$ cat config.mk
export PLATFORM = sky130hd
export DESIGN_NAME = nv_scene_sequencer
export DESIGN_NICKNAME = d
export VERILOG_FILES = /design/src/rtl/nv_gfx_pkg.sv /design/src/rtl/nv_frame_tick.sv /design/src/rtl/nv_scene_sequencer.sv
export SDC_FILE = /design/constraint.sdc
export NUM_CORES = 1
export LEC_CHECK = 0
export BUFFER_PORTS_ARGS = -buffer_cell sky130_fd_sc_hd__buf_2
export CORE_ASPECT_RATIO = 1.1
export CORE_MARGIN = 3
export CORE_UTILIZATION = 40
export DETAILED_ROUTE_END_ITERATION = 6
export MAX_ROUTING_LAYER = met4
export PLACE_DENSITY = 0.57
export SLEW_MARGIN = 20
export SYNTH_ARGS = -nofsm -noshare
export SYNTH_HDL_FRONTEND = slang
export SYNTH_SLANG_ARGS = --single-unit
$ cat constraint.sdc
create_clock -name clk -period 5.6 [get_ports clk]
set_clock_uncertainty 0.05 [all_clocks]
set_input_delay 0.56 -clock clk [delete_from_list [all_inputs] [get_ports clk]]
set_output_delay 0.56 -clock clk [all_outputs]
set_load 0.005 [all_outputs]
$ cat src/rtl/nv_gfx_pkg.sv
// rtl/nv_gfx_pkg.sv - shared types and constants for the scene sequencer
package nv_gfx_pkg;

    localparam int SEG_W  = 8;
    localparam int ANIM_W = 7;

    typedef enum logic [1:0] {
        COUNTDOWN = 2'b00,
        ARMED     = 2'b01,
        LIVE      = 2'b10
    } scene_state_t;

    // Entry 0 is the rightmost byte: 67,7F,07,7D,6D,66,4F,5B,06,3F,80,00,80,00,80,00
    localparam logic [15:0][SEG_W-1:0] COUNTDOWN_ROM = {
        8'h00, 8'h80, 8'h00, 8'h80, 8'h00, 8'h80, 8'h3F, 8'h06,
        8'h5B, 8'h4F, 8'h66, 8'h6D, 8'h7D, 8'h07, 8'h7F, 8'h67
    };

endpackage

$ cat src/rtl/nv_frame_tick.sv
// rtl/nv_frame_tick.sv - vsync rising-edge detector giving a one-cycle frame tick
module nv_frame_tick (
    input  logic clk,
    input  logic rst_n,
    input  logic vsync,
    output logic frame_tick
);

    logic vs_q;

    // vs_q resets high so a vsync already high at reset release does not tick
    always_ff @(posedge clk or negedge rst_n) begin
        if (!rst_n) begin
            vs_q       <= 1'b1;
            frame_tick <= 1'b0;
        end else begin
            vs_q       <= vsync;
            frame_tick <= vsync & ~vs_q;
        end
    end

endmodule

$ cat src/rtl/nv_scene_sequencer.sv
// rtl/nv_scene_sequencer.sv - frame-synchronous attract/armed/live segment mask sequencer
module nv_scene_sequencer
    import nv_gfx_pkg::*;
#(
    parameter int FRAMES_PER_DIGIT = 64,
    parameter int IDLE_FRAMES      = 1800,
    parameter int IDLE_W           = 11
) (
    input  logic              clk,
    input  logic              rst_n,
    input  logic              vsync,
    input  logic [SEG_W-1:0]  ui_in,
    output logic [SEG_W-1:0]  seg_mask,
    output logic [ANIM_W-1:0] anim_phase,
    output logic [1:0]        scene_state,
    output logic              frame_tick
);

    localparam int FC_W = $clog2(FRAMES_PER_DIGIT);

    scene_state_t      state;
    logic [FC_W-1:0]   fcnt;
    logic [3:0]        digit_idx;
    logic [IDLE_W-1:0] idle;
    logic [SEG_W-1:0]  cap;

    logic              fcnt_wrap;
    logic [FC_W-1:0]   fcnt_next;
    logic [3:0]        digit_next;
    logic [IDLE_W-1:0] idle_inc;

    nv_frame_tick u_frame_tick (
        .clk        (clk),
        .rst_n      (rst_n),
        .vsync      (vsync),
        .frame_tick (frame_tick)
    );

    always_comb begin
        fcnt_wrap  = (fcnt == FC_W'(FRAMES_PER_DIGIT - 1));
        fcnt_next  = fcnt_wrap ? '0 : fcnt + FC_W'(1);
        digit_next = fcnt_wrap ? digit_idx + 4'd1 : digit_idx;
        idle_inc   = (idle == {IDLE_W{1'b1}}) ? idle : idle + IDLE_W'(1);
    end

    assign scene_state = state;

    // Everything moves only on the tick so the renderer never sees a mid-frame change
    always_ff @(posedge clk or negedge rst_n) begin
        if (!rst_n) begin
            state      <= COUNTDOWN;
            fcnt       <= '0;
            digit_idx  <= '0;
            idle       <= '0;
            cap        <= '0;
            anim_phase <= '0;
            seg_mask   <= COUNTDOWN_ROM[0];
        end else if (frame_tick) begin
            anim_phase <= anim_phase + ANIM_W'(1);
            case (state)
                COUNTDOWN: begin
                    fcnt      <= fcnt_next;
                    digit_idx <= digit_next;
                    seg_mask  <= COUNTDOWN_ROM[digit_next];
                    if (ui_in != '0) begin
                        cap   <= ui_in;
                        state <= ARMED;
                    end
                end
                ARMED: begin
                    fcnt      <= fcnt_next;
                    digit_idx <= digit_next;
                    if (ui_in == cap) begin
                        state    <= LIVE;
                        seg_mask <= cap;
                        idle     <= '0;
                    end else begin
                        seg_mask <= COUNTDOWN_ROM[digit_next];
                        if (ui_in != '0) cap   <= ui_in;
                        else             state <= COUNTDOWN;
                    end
                end
                LIVE: begin
                    seg_mask <= ui_in;
                    if (ui_in != '0) begin
                        idle <= '0;
                    end else if (idle_inc == IDLE_W'(IDLE_FRAMES)) begin
                        state     <= COUNTDOWN;
                        digit_idx <= '0;
                        fcnt      <= '0;
                        seg_mask  <= COUNTDOWN_ROM[0];
                        idle      <= '0;
                    end else begin
                        idle <= idle_inc;
                    end
                end
                default: state <= COUNTDOWN;
            endcase
        end
    end

endmodule
==> results of run 1 <==
[power groups by stage]
stage               Sequential, W  Combinational, W  Clock, W
floorplan                0.000547          0.000350         0
global placement         0.000569          0.000472         0
detailed placement       0.000571          0.000473         0
CTS                      0.000564          0.000476  0.000230
global route             0.000582          0.000537  0.000245
finish                   0.000563          0.000470  0.000221
[worst max-delay path, stage by stage (launching register included)]
cell,delay [ps]
dfrtp_1,470
ha_1,270
and3_1,390
nand3_2,230
mux2_2,290
nand4_2,180
nor3_4,370
a21boi_2,170
mux2_4,290
[kinds of logic after synthesis]
logic type	count (synthesis)	share of synthesized area, %
flip-flops	48	39.3
XOR/XNOR	20	5.70
adder cells (fa/ha/maj)	9	3.58
multiplexers	16	6.03
AND/OR/NAND/NOR	125	21.2
buffers and inverters	24	3.75
AO/OA/AOI/OAI	83	20.4
[flip-flops by register name, indices dropped and copies added, names as in the netlist]
name / flops
anim_phase: 7
cap: 8
digit_idx: 4
fcnt: 6
idle: 11
scene_state: 2
seg_mask: 8
u_frame_tick.frame_tick: 1
u_frame_tick.vs_q: 1
[routing by layer]
| layer | vias up | part of all wire [%] |
|---|---|---|
| met1 | 1224 | 47 |
| li1 | 1236 | - |
| met3 | 10 | 2.5 |
| met2 | 39 | 49 |
| met4 | 0 | 1.7 |
| met5 | - | 0 |
[layout make-up]
cell class / count / area, µm² / share of cell area, %
tap: 102 / 128 / 3.79
inverter: 8 / 30.0 / 0.893
multi-input combinational: 253 / 1750 / 52.0
sequential: 48 / 1210 / 35.9
timing repair buffer: 30 / 155 / 4.61
clock inverter: 3 / 25.0 / 0.744
clock buffer: 5 / 68.8 / 2.05
[cells in the mapped netlist, drive strengths merged, types with 3 or more instances]
cell / count
dfstp: 6
xor2: 7
mux2: 14
and3: 7
nor2b: 5
a31o: 3
nand2b: 5
o2bb2ai: 4
nand4: 8
a21oi: 18
nand2: 35
nor2: 32
inv: 8
a211oi: 3
a22oi: 3
xnor2: 13
nand3: 10
nor3: 11
o21ai: 12
ha: 8
clkbuf: 9
a221oi: 4
dfrtp: 42
and4: 3
buf: 7
a31oi: 5
[per-stage QoR]
step | power [W] | instance area (µm²) | instances | worst slack [ps] | util (%)
global placement | 0.00104 | 3270 | 441 | 2870 | 45.1
CTS | 0.00127 | 3360 | 449 | 2800 | 46.4
global route | 0.00136 | 3360 | 449 | 2570 | 46.4
floorplan | 0.000896 | 3070 | 325 | 3260 | -
finish | 0.00125 | 3360 | 449 | 2770 | 46.4
detailed placement | 0.00104 | 3270 | 441 | 2810 | 45.1
[worst paths after layout]
check	start	end	slack, ps
min in group clk	vsync	u_frame_tick.vs_q$_DFF_PN1_	290
hold / removal	rst_n	digit_idx[1]$_DFFE_PN0P_	290
hold reg to reg	anim_phase[6]$_DFFE_PN0P_	anim_phase[6]$_DFFE_PN0P_	420
setup reg to reg	idle[0]$_DFFE_PN0P_	fcnt[0]$_DFFE_PN0P_	2770
setup / recovery	idle[0]$_DFFE_PN0P_	fcnt[0]$_DFFE_PN0P_	2770
max in group asynchronous	rst_n	cap[4]$_DFFE_PN0P_	4790
==> results.cfg, run 1 <==
[status]
status = completed

[global_routing]
grt_pass1_vias = 2355
met3_usage_pct = 2.36
grt_max_degree = 49
top_usage_layer = met2
grt_pass1_wl_mm = 11.7
grt_usage_pct = 17.1
grt.met1_usage_pct = 23.3
antenna_found_initial = 0
grt.overflow.total = 0
grt_util_met2_pct = 26.1

[timing]
rsz0062_at_grt = no
min_period_over_period_pct = 50.5
finalSetupTns_ps = 0
fmax_mhz = 354
slew_violations = 0
fin_crit_ps = 2830
holdWs_ps = 292
slew_headroom_pct = 56.1
setup_violations = 0
hold_viol_final = 0
worst_pin_slew_ps = 659

[detailed_routing]
ant_nets = 0
drt-initial-drc-count = 90
routed_wl_mm = 6.82
via_per_inst = 5.59
vias = 2509
remaining_drc_errors = 0
drtPass1Iterations = 4
routedWlPerCell_um = 15.2

[logic_synthesis]
async_flop_share_pct = 100
ys_seq_area_share_pct = 39.3
avgSynthCellArea_um2 = 9.46
synth_edf_count = 0
synth_top_area_cell = dfrtp_1
yosysWarnings = 0
synth.distinct_cells = 76
syn_nets = 344
netlist_instances = 325
synth_area_um2 = 3070
synth_top_area_share_pct = 34.2
synthTopCellsByArea = dfrtp_1 (34%), dfstp_2 (5.1%), nand2_1 (4.2%), mux2_2 (4.0%), xnor2_1 (3.7%)
synth-seq-cells = 48
synth_flop_cell = dfrtp_1

[worst_setup_path]
required_ps = 5750
arrival_ps = 2980
crit_path_start_kind = flip-flop
path_max_fanout = 8
critical_path_class = flip-flop to flip-flop
endpoint_kind = flip-flop
rr_worst_depth = 8

[clock_network]
hold_buffers = 0
h-tree-depth = 2
cts-root-buf = clkbuf_8
cts.reportedPaths.clkPinSlew_ps = 100
cts_tree = built
postCtsSetupBuffers = 0
insertion_delay_ps = 310
ctsResizeCount = 0
cts_sinks = 48
cts_buffer_depth = 2
cts_buffers = 5

[power]
irDropWorstVdd_uv = 155
internal_power_w = 0.000777
leakagePower_nw = 1.40
power.switching_w = 0.000478
swShare_pct = 38.1
seq_power_share_pct = 44.9
p_comb_share_pct = 37.5
clockPowerShare_pct = 17.7
power_density_nw_per_um2 = 373

[worst_hold_path]
worstHoldPathType = input port to asynchronous set/reset pin

[cells_and_area]
fin_nets = 365
area_growth_pct = 9.49
num_antenna_cells = 0
final_cell_mix = dfrtp_1 (42), nand2_1 (34), nor2_1 (30)
drive_above_1_share_pct = 22.5
final_common_cell = dfrtp_1
fill_cells = 729

[floorplan]
die_area_um2 = 8770
die_h_um = 97.9
die_w_um = 89.6
rows = 32
io_pins = 29
core_um2 = 7250
start_util_pct = 42.4

[placement]
place_hpwl_mm = 4.95
gp_congestion = 0.862
numPortBuffers = 28

[job]
drv_cap = 0
(Power assumes the default switching activity.)
==> run 2: changes to the inputs <==
- PLACE_DENSITY: 0.57 -> 0.59
- clock period: 5.6 -> 2.33 ns (I/O delays scaled with it)
==> run 2 against run 1 <==
Against the previous run: critical path depth unchanged; critical endpoint is now seg_mask[2]$_DFFE_PN1P_; via count increased by 5.6%; cell count up 8.0%; global-route usage up 0.72 points; clock-buffer cell count increased by 2; sequential power is 140% higher; final area grew 9.0%; largest power group unchanged; first-iteration DRC count is 54% higher; power rose by 150%; routed wire length is 5.7% higher; maximum frequency grew 25%; sequential share of layout area is 3.0 points lower.
==> results.cfg, run 2 (synthesized netlist as in run 1, its figures left out) <==
[power]
irDropWorstVdd_uv = 334
power.switching_w = 0.00114
clockPowerShare_pct = 15.6
power_density_nw_per_um2 = 850
internal_power_w = 0.00197
seq_power_share_pct = 42.8
swShare_pct = 36.7
p_comb_share_pct = 41.6
leakagePower_nw = 1.56

[placement]
dp_cells = 470
gp_congestion = 0.945
numPortBuffers = 28
place_hpwl_mm = 5.46

[timing]
slew_headroom_pct = 63.8
slew_violations = 0
setup_violations = 0
hold_viol_final = 0
min_period_over_period_pct = 96.9
fmax_mhz = 443
fin_crit_ps = 2260
holdWs_ps = 176
worst_pin_slew_ps = 544

[clock_network]
cts_buffers = 5
h-tree-depth = 2
cts.reportedPaths.clkPinSlew_ps = 90
cts_buffer_depth = 2
insertion_delay_ps = 300
cts_sinks = 48
cts_tree = built
cts-root-buf = clkbuf_8

[cells_and_area]
register_area_um2 = 1210
final_cell_mix = dfrtp_1 (42), buf_4 (36), nand2_1 (34)
fin_nets = 401
top_register = idle
drive_above_1_share_pct = 30.5
reg_top3 = idle (11), cap (8), seg_mask (8)
stdcell_count = 485
largest_reg_flops = 11
fill_cells = 713
final_common_cell = dfrtp_1
multiInputGateArea_um2 = 1790
area_growth_pct = 19.3
num_antenna_cells = 0

[worst_setup_path]
cp.buffers_inverters = 1
arrival_ps = 2410
critical_path_class = flip-flop to flip-flop
required_ps = 2490
crit_path_start_kind = flip-flop
path_max_fanout = 6
slowest_stage = dfrtp_1
path_cells = and4_4, and3_4, mux2_4, a31oi_4, nor3_4, buf_4, a221oi_1, o221ai_1
endpoint_kind = flip-flop
slowest_delay_ps = 410
ff2ff_setup_slack_ps = 70
crit_family = compound AO/OA/AOI/OAI gates

[job]
drv_cap = 0

[floorplan]
core_um2 = 7250
rows = 32
die_w_um = 89.6
io_pins = 29
die_h_um = 97.9
start_util_pct = 42.4
die_area_um2 = 8770

[detailed_routing]
via_per_inst = 5.46
vias = 2650
routed_wl_mm = 7.20
ant_nets = 0
drt-initial-drc-count = 139
routedWlPerCell_um = 14.9
drtPass1Iterations = 4
remaining_drc_errors = 0

[global_routing]
antenna_found_initial = 0
grt_pass1_vias = 2534
grt_max_degree = 27
grt_usage_pct = 17.8
grt.overflow.total = 0
grt_pass1_wl_mm = 12.2

[status]
status = completed

[worst_hold_path]
worstHoldPathType = input port to flip-flop
[run 2: changes by cell type in the layout (fill, tap and decap cells not counted), sizes merged]
cell,before,now
dlygate4sd3,0,2
buf,30,64
inv,10,8
clkbuf,5,7
clkinv,0,1
clkinvlp,1,0
[run 2: power by group through the flow]
stage	sequential, W	clock (W)	combinational [W]
6_report	0.00133	0.000487	0.00130
5_1_grt	0.00138	0.000546	0.00148
4_1_cts	0.00134	0.000505	0.00128
3_5_place_dp	0.00135	0	0.00127
3_3_place_gp	0.00135	0	0.00125
2_1_floorplan	0.00131	0	0.000840
[run 2: cell type report]
type | count | area share, %
inverter | 8 | 0.819
sequential | 48 | 33.0
timing repair buffer | 66 | 11.7
tap | 102 | 3.48
multi-input combinational | 253 | 48.8
clock buffer | 7 | 2.08
clock inverter | 1 | 0.136
[run 2: metrics by stage]
stage / utilization [%] / cell area [µm²] / setup TNS, ps / power (W) / setup slack (ps)
6_report: 50.6 / 3670 / 0 / 0.00312 / 71.8
5_1_grt: 50.6 / 3670 / -74.1 / 0.00340 / -27.5
4_1_cts: 49.8 / 3610 / 0 / 0.00312 / 12.4
3_5_place_dp: 48.4 / 3510 / 0 / 0.00262 / 20.4
3_3_place_gp: 48.4 / 3510 / 0 / 0.00261 / 102
2_1_floorplan: - / 3090 / 0 / 0.00215 / 13.8
[run 2: timing repair]
| item | in CTS | in global routing |
|---|---|---|
| buffers inserted | 0 | 5 |
| setup endpoints to repair | 0 | 25 |
| gates resized for setup | 0 | 8 |
| hold buffers | 2 | 0 |
| hold endpoints to repair | 24 | 0 |
[run 2: final timing paths]
check                                                from                        end  cells past startpoint
worst min-delay path                             ui_in[3]         cap[3]$_DFFE_PN0P_                      2
min in group asynchronous                           rst_n   digit_idx[2]$_DFFE_PN0P_                      2
worst max-delay path                  idle[5]$_DFFE_PN0P_    seg_mask[2]$_DFFE_PN1P_                      8
worst max register to register        idle[5]$_DFFE_PN0P_    seg_mask[2]$_DFFE_PN1P_                      8
max in group asynchronous                           rst_n    seg_mask[6]$_DFFE_PN1P_                      3
worst min register to register  anim_phase[6]$_DFFE_PN0P_  anim_phase[6]$_DFFE_PN0P_                      1
[run 2: layer usage]
layer	vias to the layer above	global-route usage (%)	wire length [µm]
met1	1278	23.1	3330
met4	0	5.61	105
met2	50	27.8	3560
li1	1310	-	-
met3	12	3.21	210
met5	-	-	0
==> run 3: changes to the inputs <==
- CTS_BUF_LIST: not set -> sky130_fd_sc_hd__clkbuf_8 sky130_fd_sc_hd__clkbuf_16
==> run 3 against run 2 <==
Against the previous run: die area unchanged; routed wire length down 0.14%; sequential power is essentially flat; core utilization is the same; critical path depth is the same; register-to-register slack is essentially flat; critical endpoint is now scene_state[1]$_DFFE_PN0P_; highest routed layer unchanged.
==> results.cfg, run 3 (synthesized netlist as in run 1, its figures left out) <==
[status]
status = completed

[global_routing]
antenna_found_initial = 0
grt.overflow.total = 0
grt_max_degree = 27
grt_pass1_vias = 2534
grt_pass1_wl_mm = 12.2
grt_usage_pct = 17.8

[job]
drv_cap = 0

[floorplan]
rows = 32
die_area_um2 = 8770
core_um2 = 7250
io_pins = 29
die_h_um = 97.9
die_w_um = 89.6
start_util_pct = 42.4

[cells_and_area]
stdcell_count = 485
area_growth_pct = 19.3
num_antenna_cells = 0
fin_nets = 401
largest_reg_flops = 11
reg_top3 = idle (11), cap (8), seg_mask (8)
fill_cells = 713
final_common_cell = dfrtp_1
drive_above_1_share_pct = 30.5
top_register = idle
final_cell_mix = dfrtp_1 (42), buf_4 (36), nand2_1 (34)

[clock_network]
h-tree-depth = 2
cts_buffer_depth = 2
cts_tree = built
cts_sinks = 48
cts.reportedPaths.clkPinSlew_ps = 90
insertion_delay_ps = 300
cts-root-buf = clkbuf_8
cts_buffers = 5

[timing]
min_period_over_period_pct = 96.4
fmax_mhz = 445
slew_headroom_pct = 63.8
fin_crit_ps = 2250
worst_pin_slew_ps = 543
slew_violations = 0
finalSetupTns_ps = 0
fin_ws_ps = 84.7
hold_viol_final = 0
setup_violations = 0

[worst_setup_path]
path_max_fanout = 6
critical_path_class = flip-flop to flip-flop
ff2ff_setup_slack_ps = 80
timing.rr.end = scene_state[1]$_DFFE_PN0P_
r2r-start = idle[5]$_DFFE_PN0P_
endpoint_kind = flip-flop
cp-startpoint = idle[5]$_DFFE_PN0P_
rr_worst_depth = 8
crit_path_start_kind = flip-flop
endpoint = scene_state[1]$_DFFE_PN0P_
arrival_ps = 2380
required_ps = 2460

[power]
power.switching_w = 0.00114
swShare_pct = 36.8
p_comb_share_pct = 41.7
clockPowerShare_pct = 15.3
irDropWorstVdd_uv = 334
internal_power_w = 0.00196
leakagePower_nw = 1.57
power_density_nw_per_um2 = 847
seq_power_share_pct = 43.0

[detailed_routing]
wl_met1_mm = 3.32
drtPass1Iterations = 4
top_layer_used = met4
ant_nets = 0
met2_length_mm = 3.55
remaining_drc_errors = 0
routedWlPerCell_um = 14.8
wl_met3_um = 210
drt-initial-drc-count = 139
routed_wl_mm = 7.19
vias = 2667
via_per_inst = 5.50

[worst_hold_path]
min_path_cells = 2
worstHoldPathType = input port to flip-flop

[placement]
dp_cells = 470
gp_congestion = 0.945
place_ws_ps = 20.4
place_hpwl_mm = 5.46
numPortBuffers = 28
## run 3: worst min-delay path by stage
stage,start,to,slack [ps]
floorplan,rst_n,anim_phase[0]$_DFFE_PN0P_,-110
global placement,rst_n,digit_idx[2]$_DFFE_PN0P_,210
detailed placement,rst_n,digit_idx[2]$_DFFE_PN0P_,200
CTS,ui_in[3],cap[3]$_DFFE_PN0P_,170
global route,ui_in[3],cap[3]$_DFFE_PN0P_,170
finish,ui_in[3],cap[3]$_DFFE_PN0P_,180
## run 3: worst max-delay path, cell delays in order (launching register included)
cell	delay [ps]
dfrtp_1	410
and4_4	290
and3_4	210
mux2_4	310
a31oi_4	230
buf_4	150
o31ai_2	70
nand2_1	100
mux2_1	310
## run 3: power groups by stage
stage | Sequential (W) | Clock [W] | Combinational [W]
after global routing | 0.00138 | 0.000539 | 0.00148
after CTS | 0.00134 | 0.000500 | 0.00128
after floorplan | 0.00131 | 0 | 0.000840
after global placement | 0.00135 | 0 | 0.00125
after detailed placement | 0.00135 | 0 | 0.00127
final | 0.00133 | 0.000477 | 0.00130
## run 3: layer usage
layer | track usage (%) | vias up
met4 | 5.61 | 0
met1 | 23.1 | 1290
met5 | - | -
met2 | 27.8 | 53
met3 | 3.21 | 14
li1 | - | 1310
## run 3: cell type report
cell class,count,area (µm²),area share (%)
inverters,8,30.0,0.819
clock inverters,3,12.5,0.341
clock buffers,5,68.8,1.88
multi-input cells,253,1790,48.8
well taps,102,128,3.48
repair buffers,66,430,11.7
flip-flops and latches,48,1210,33.0
## run 3: repair_timing
item                                    CTS  global route
resized for setup                         0             8
endpoints found under the setup margin    0            25
buffers inserted                          0             5
hold buffers                              2             0
hold endpoints to repair                 24             0
## run 3: through the flow
stage	hold slack, ps	power [W]	instance area (µm²)	utilization [%]
2_1_floorplan	-113	0.00215	3090	-
3_3_place_gp	208	0.00261	3510	48.4
3_5_place_dp	205	0.00262	3510	48.4
4_1_cts	171	0.00312	3610	49.8
5_1_grt	173	0.00339	3670	50.6
6_report	177	0.00311	3670	50.6
